===== src/rtl/fp_add_norm_pipe.sv =====
// Two-stage post-normaliser for a floating-point adder: S1 normalises the raw
// signed-magnitude sum, S2 rounds (RNE/RTZ), handles range limits and packs.
module fp_add_norm_pipe #(
  parameter int EXP_W = 5,
  parameter int MAN_W = 10,
  parameter int TAG_W = 4
) (
  input  logic                     clk,
  input  logic                     rst,
  input  logic                     in_valid,
  output logic                     in_ready,
  input  logic                     in_sign,
  input  logic [EXP_W-1:0]         in_exp,
  input  logic [MAN_W+4:0]         in_man,
  input  logic                     in_rnd,
  input  logic [TAG_W-1:0]         in_tag,
  output logic                     out_valid,
  input  logic                     out_ready,
  output logic [EXP_W+MAN_W:0]     out_result,
  output logic                     out_overflow,
  output logic                     out_underflow,
  output logic [TAG_W-1:0]         out_tag
);

  localparam int EW   = EXP_W + 2;
  localparam int LZ_W = $clog2(MAN_W + 4);
  localparam logic signed [EW-1:0] EMAX  = EW'((1 << EXP_W) - 1);
  localparam logic signed [EW-1:0] EZERO = '0;

  // S1 registers
  logic                   s1_valid;
  logic                   s1_sign;
  logic signed [EW-1:0]   s1_exp;
  logic [MAN_W+3:0]       s1_man;
  logic                   s1_rnd;
  logic [TAG_W-1:0]       s1_tag;
  logic                   s1_special;
  logic                   s1_zero;

  logic s2_valid;
  logic s2_load;

  assign s2_load   = !s2_valid | out_ready;
  assign in_ready  = !s1_valid | s2_load;
  assign out_valid = s2_valid;

  // ---------------- S1: normalise ----------------
  logic [MAN_W+3:0]     body;
  logic [LZ_W-1:0]      lz;
  logic [MAN_W+3:0]     norm_man;
  logic signed [EW-1:0] norm_exp;

  assign body = in_man[MAN_W+3:0];

  // Scanning upward leaves lz set by the highest one bit.
  always_comb begin
    lz = LZ_W'(MAN_W + 3);
    for (int i = 0; i <= MAN_W + 3; i++) begin
      if (body[i]) lz = LZ_W'(MAN_W + 3 - i);
    end
  end

  always_comb begin
    if (in_man[MAN_W+4]) begin
      norm_man = {in_man[MAN_W+4:2], in_man[1] | in_man[0]};
      norm_exp = $signed({2'b00, in_exp}) + EW'(1);
    end else begin
      norm_man = body << lz;
      norm_exp = $signed({2'b00, in_exp}) - $signed(EW'(lz));
    end
  end

  always_ff @(posedge clk or posedge rst) begin
    if (rst) begin
      s1_valid   <= 1'b0;
      s1_sign    <= 1'b0;
      s1_exp     <= '0;
      s1_man     <= '0;
      s1_rnd     <= 1'b0;
      s1_tag     <= '0;
      s1_special <= 1'b0;
      s1_zero    <= 1'b0;
    end else if (in_ready) begin
      s1_valid <= in_valid;
      if (in_valid) begin
        s1_sign    <= in_sign;
        s1_exp     <= norm_exp;
        s1_man     <= norm_man;
        s1_rnd     <= in_rnd;
        s1_tag     <= in_tag;
        s1_special <= &in_exp;
        s1_zero    <= ~|in_man;
      end
    end
  end

  // ---------------- S2: round and pack ----------------
  logic                   rnd_inc;
  logic [MAN_W:0]         frac_sum;
  logic signed [EW-1:0]   exp_r;
  logic [EXP_W+MAN_W:0]   pk_result;
  logic                   pk_ovf;
  logic                   pk_unf;

  assign rnd_inc  = !s1_rnd & s1_man[2] & (s1_man[1] | s1_man[0] | s1_man[3]);
  assign frac_sum = {1'b0, s1_man[MAN_W+2:3]} + (MAN_W+1)'(rnd_inc);
  // A carry out of the fraction leaves it all-zero, so only the exponent moves.
  assign exp_r    = s1_exp + $signed(EW'(frac_sum[MAN_W]));

  always_comb begin
    pk_result = {s1_sign, exp_r[EXP_W-1:0], frac_sum[MAN_W-1:0]};
    pk_ovf    = 1'b0;
    pk_unf    = 1'b0;
    if (s1_special) begin
      pk_result = {s1_sign, {EXP_W{1'b1}}, {MAN_W{1'b0}}};
    end else if (s1_zero) begin
      pk_result = '0;
    end else if (exp_r <= EZERO) begin
      pk_result = {s1_sign, {(EXP_W+MAN_W){1'b0}}};
      pk_unf    = 1'b1;
    end else if (exp_r >= EMAX) begin
      pk_ovf = 1'b1;
      if (s1_rnd) pk_result = {s1_sign, {(EXP_W-1){1'b1}}, 1'b0, {MAN_W{1'b1}}};
      else        pk_result = {s1_sign, {EXP_W{1'b1}}, {MAN_W{1'b0}}};
    end
  end

  always_ff @(posedge clk or posedge rst) begin
    if (rst) begin
      s2_valid      <= 1'b0;
      out_result    <= '0;
      out_overflow  <= 1'b0;
      out_underflow <= 1'b0;
      out_tag       <= '0;
    end else if (s2_load) begin
      s2_valid <= s1_valid;
      if (s1_valid) begin
        out_result    <= pk_result;
        out_overflow  <= pk_ovf;
        out_underflow <= pk_unf;
        out_tag       <= s1_tag;
      end
    end
  end

endmodule


===== config.mk =====
export PLATFORM = sky130hd
export DESIGN_NAME = fp_add_norm_pipe
export DESIGN_NICKNAME = d
export VERILOG_FILES = /design/src/rtl/fp_add_norm_pipe.sv
export SDC_FILE = /design/constraint.sdc
export NUM_CORES = 1
export LEC_CHECK = 0
export BUFFER_PORTS_ARGS = -buffer_cell sky130_fd_sc_hd__buf_2
export CAP_MARGIN = 20
export CORE_MARGIN = 4
export CORE_UTILIZATION = 40
export DETAILED_ROUTE_END_ITERATION = 7
export GPL_TIMING_DRIVEN = 0
export PLACE_DENSITY = 0.67
export SLEW_MARGIN = 30
export SYNTH_ARGS = -nofsm -noshare
export SYNTH_HDL_FRONTEND = slang
export SYNTH_SLANG_ARGS = --single-unit
export TNS_END_PERCENT = 30

===== constraint.sdc =====
create_clock -name clk -period 8.58 [get_ports clk]
set_clock_uncertainty 0.2 [all_clocks]
set_input_delay 0.429 -clock clk [delete_from_list [all_inputs] [get_ports clk]]
set_output_delay 0.429 -clock clk [all_outputs]
set_load 0.05 [all_outputs]

==> impl_results.md <==
* CTS root buf: clkbuf_8
* Pwr Density at 202 nW/um^2
* GR peak layer: met2
* Sw Share at 40.7%
* Max-cap violations at 0
* Period minus WS final at 3680 ps
* Max_slew headroom at 37.7%
* Starting density of the core at 42.0%
* Leakage at 1.82 nW
* Met2 Use GR at 28.7%
* Diode count at 0
* CTS tree: done
* Worst Setup EP: out_result[5]$_DFFE_PP0P_
* Finished Core Util at 47.7%
* Setup_tns at 0 ps
* Worst-path cell chain: nand3b_1 > inv_1 > ha_1 > nand3_1 > nor2_1 > and3_1 > and3_1 > ha_1 > ha_1 > xor2_1 > nand4_1 > o211ai_1 > nand2b_1 > o211a_1 > buf_4 > a22o_1
* Synth-to-Final Area Change at 13.7%
* Height of the die at 102 um
* Layout cells sized above 1 at 20.9%
* Crit path arrival time at 3670 ps
* Crit path largest cell delay at 430 ps
* P_sw at 0.000328 W
* DRT iter0 DRCs at 204
* H-Tree Depth at 2
* Gate power share at 38.9%
* Final worst-path setup slack at 4900 ps
* Slowest CP cell: dfrtp_1
* Clock Sinks at 52
* Cells after synthesis at 398
* Reg2reg end: out_result[5]$_DFFE_PP0P_
* Final hold vios at 0
* Die Width at 102 um
* Worst EP required at 8580 ps
* Post-synthesis area per instance at 8.84 um^2
* Outcome: completed
* Post-CTS Resized at 0
* Clock buffer depth at 2
* Num CTS Buffers at 5
* Most frequent cells in the layout: nand2_1 (57), buf_2 (53), dfrtp_1 (52), a21oi_1 (36), nor2_1 (24)
* Layout Cells excl Fill at 559
* Initial antenna violation count at 0
* Clock-pin slew on the worst setup and hold paths at 90 ps
* Core ar. at 8380 um^2
* Mapped Area at 3520 um^2
* GRT Util Overall at 17.5%
* Total Power Consumption at 0.000806 W
* GR Layer Usage met3 at 2.89%
* GR Util met1 at 23.9%
* CP dominant cell by count: ha_1
* Final setup fails at 0
* Setup WS pre-CTS at 4730 ps
* DR WL/cell at 16.0 um
* Hold Buf Count CTS at 0
* Largest net degree at the start of global routing at 53
* Int Power at 0.000478 W
* Routed Antenna Nets at 0
* Routed WL at 8950 um
* RSZ-0062 raised after global routing: false
* Startpoint Class: flip-flop
* Yosys warnings at 0
* Worst vdd ir at 0.0000776 V
* Reg2reg setup slack at 4900 ps
* Vias in the first global route at 2959
* Commonest non-fill, non-tap cell in the layout: nand2_1
* IO Count at 54
* Site Rows at 33
* PortBufs at 48
* Post-synth net total at 438
* Post-CTS setup buffer count at 0
* Skew-Pair Late Insertion Delay at 300 ps
* Hpwl dp at 7040 um
* TritonRoute pass-1 iters at 5
* Crit-path max FO at 10
* Post-synth top flop: dfrtp_1
* CP Capture Type: flip-flop
* Grt ovf at 0
* Clk pwr share at 20.4%
* Placed Cells at 551
* Drc violations at 0
* Hold Path Class: primary input to async pin
* Final nets at 493
* Post-synth EDFFs at 0
* Max-slew violation count at 0
* Period utilisation layout at 42.9%
* DR vias at 3208
* Yosys reg bits at 52
* Reg power frac at 40.7%
* Distinct cell type count after synthesis at 64
* Fmax at 0.272 GHz
* Worst-Margin Slew at 927 ps
* Crit path from: s1_rnd$_DFFE_PP0P_
* Die area at 10400 um^2
* Filler Cell Count at 840
* Kind of critical path: flip-flop to flip-flop
* Seq/Total Area, Yosys at 37.0%
* Placer congestion estimate at 0.889
* R2R depth at 16
* RR Startpoint: s1_rnd$_DFFE_PP0P_
* Global-route wire length before repair at 14600 um
* Vias per cell at 5.74
* Post-synth ARST share at 100%
-- logic make-up (layout without fill, tap and decap cells) --
kind of cell | after synthesis | after routing | synth area share (%)
compound gates | 124 | 124 | 24.6
mux | 19 | 19 | 6.15
fa+ha+maj | 10 | 10 | 3.77
buf+inv | 35 | 91 | 4.41
flops | 52 | 52 | 37.0
xor+xnor | 17 | 17 | 4.23
simple gates | 141 | 141 | 19.8
-- worst max-delay path, delay by kind of cell (launching register included) --
family / cells / cell delay [ps]
AOI/OAI and AO/OA: 3 / 660
xor gates and xnor gates: 1 / 250
adders and majority gates: 3 / 590
buffers and inverters: 2 / 260
DFF: 1 / 430
and+or+nand+nor: 7 / 1190
-- cell type report --
cell class | count | area (um^2) | share of cell area [%]
plain buffers | 18 | 81.3 | 2.03
clock buffers | 6 | 72.6 | 1.81
clock inverters | 2 | 35.0 | 0.876
inverters | 17 | 76.3 | 1.91
multi-input cells | 311 | 2060 | 51.6
flip-flops and latches | 52 | 1300 | 32.5
well taps | 105 | 131 | 3.28
repair buffers | 48 | 240 | 6.00
-- power groups by stage --
| stage | Sequential, W | Combinational (W) | Clock [W] |
|---|---|---|---|
| after global routing | 0.000335 | 0.000342 | 0.000177 |
| final | 0.000328 | 0.000314 | 0.000165 |
| after global placement | 0.000332 | 0.000310 | 0 |
| after detailed placement | 0.000334 | 0.000315 | 0 |
| after CTS | 0.000329 | 0.000315 | 0.000169 |
| after floorplan | 0.000425 | 0.000139 | 0 |
-- worst min-delay path by stage --
stage	to	slack [ps]	cells after the start
5_1_grt	s1_tag[3]$_DFFE_PP0P_	60	2
3_5_place_dp	out_tag[2]$_DFFE_PP0P_	250	2
6_report	out_result[4]$_DFFE_PP0P_	10	2
2_1_floorplan	out_tag[0]$_DFFE_PP0P_	230	2
3_3_place_gp	out_tag[3]$_DFFE_PP0P_	240	2
4_1_cts	out_tag[0]$_DFFE_PP0P_	30	2
-- synth_stat cells (all sizes together), types with 2 or more instances --
cell | instances | area share (%)
a31oi | 5 | 0.89
nand3b | 2 | 0.43
o211ai | 7 | 1.5
inv | 17 | 2.1
o311a | 2 | 0.89
a21o | 5 | 1.1
a221oi | 2 | 1.0
mux2 | 11 | 3.5
a22o | 11 | 2.7
a21oi | 38 | 5.8
nand2 | 57 | 6.1
nand3 | 12 | 1.7
nor2b | 2 | 0.36
and3 | 5 | 0.89
o31ai | 2 | 0.82
nor4 | 7 | 1.4
a211oi | 4 | 0.85
nand2b | 9 | 1.6
mux2i | 7 | 2.0
nor2 | 29 | 4.1
dfrtp | 52 | 37
or3 | 2 | 0.36
ha | 9 | 3.2
o22ai | 5 | 0.89
and2 | 3 | 0.53
nor3 | 4 | 0.57
buf | 8 | 1.2
o21ai | 25 | 3.6
a22oi | 3 | 0.64
xnor2 | 8 | 2.0
clkbuf | 10 | 1.1
xor2 | 9 | 2.2
a41oi | 2 | 0.50
or2 | 5 | 0.89
a32oi | 2 | 0.50
a311o | 2 | 0.57
-- stage by stage --
stage | hold WS, ps | instance area [um^2]
3_5_place_dp | 253 | 3890
3_3_place_gp | 245 | 3890
2_1_floorplan | 233 | 3520
5_1_grt | 61.7 | 4000
4_1_cts | 33.9 | 4000
6_report | 12.1 | 4000
-- registers in the layout, indices dropped and copies added (netlist names) --
name and cells:
out_underflow 1, s1_valid 1, s1_special 1, s1_sign 1
s1_exp 7, out_result 16, s1_man 13, s1_tag 4
s1_rnd 1, out_tag 4, out_valid 1, out_overflow 1
s1_zero 1
-- layer usage --
layer  vias to the layer above  wire (um)  share of wire [%]
li1                       1560          -                  -
met1                      1507       4080                 46
met2                       129       4140                 46
met3                        12        603                6.7
met4                         0        129                1.4
met5                         -          0                  0
(Power assumes the default switching activity.)
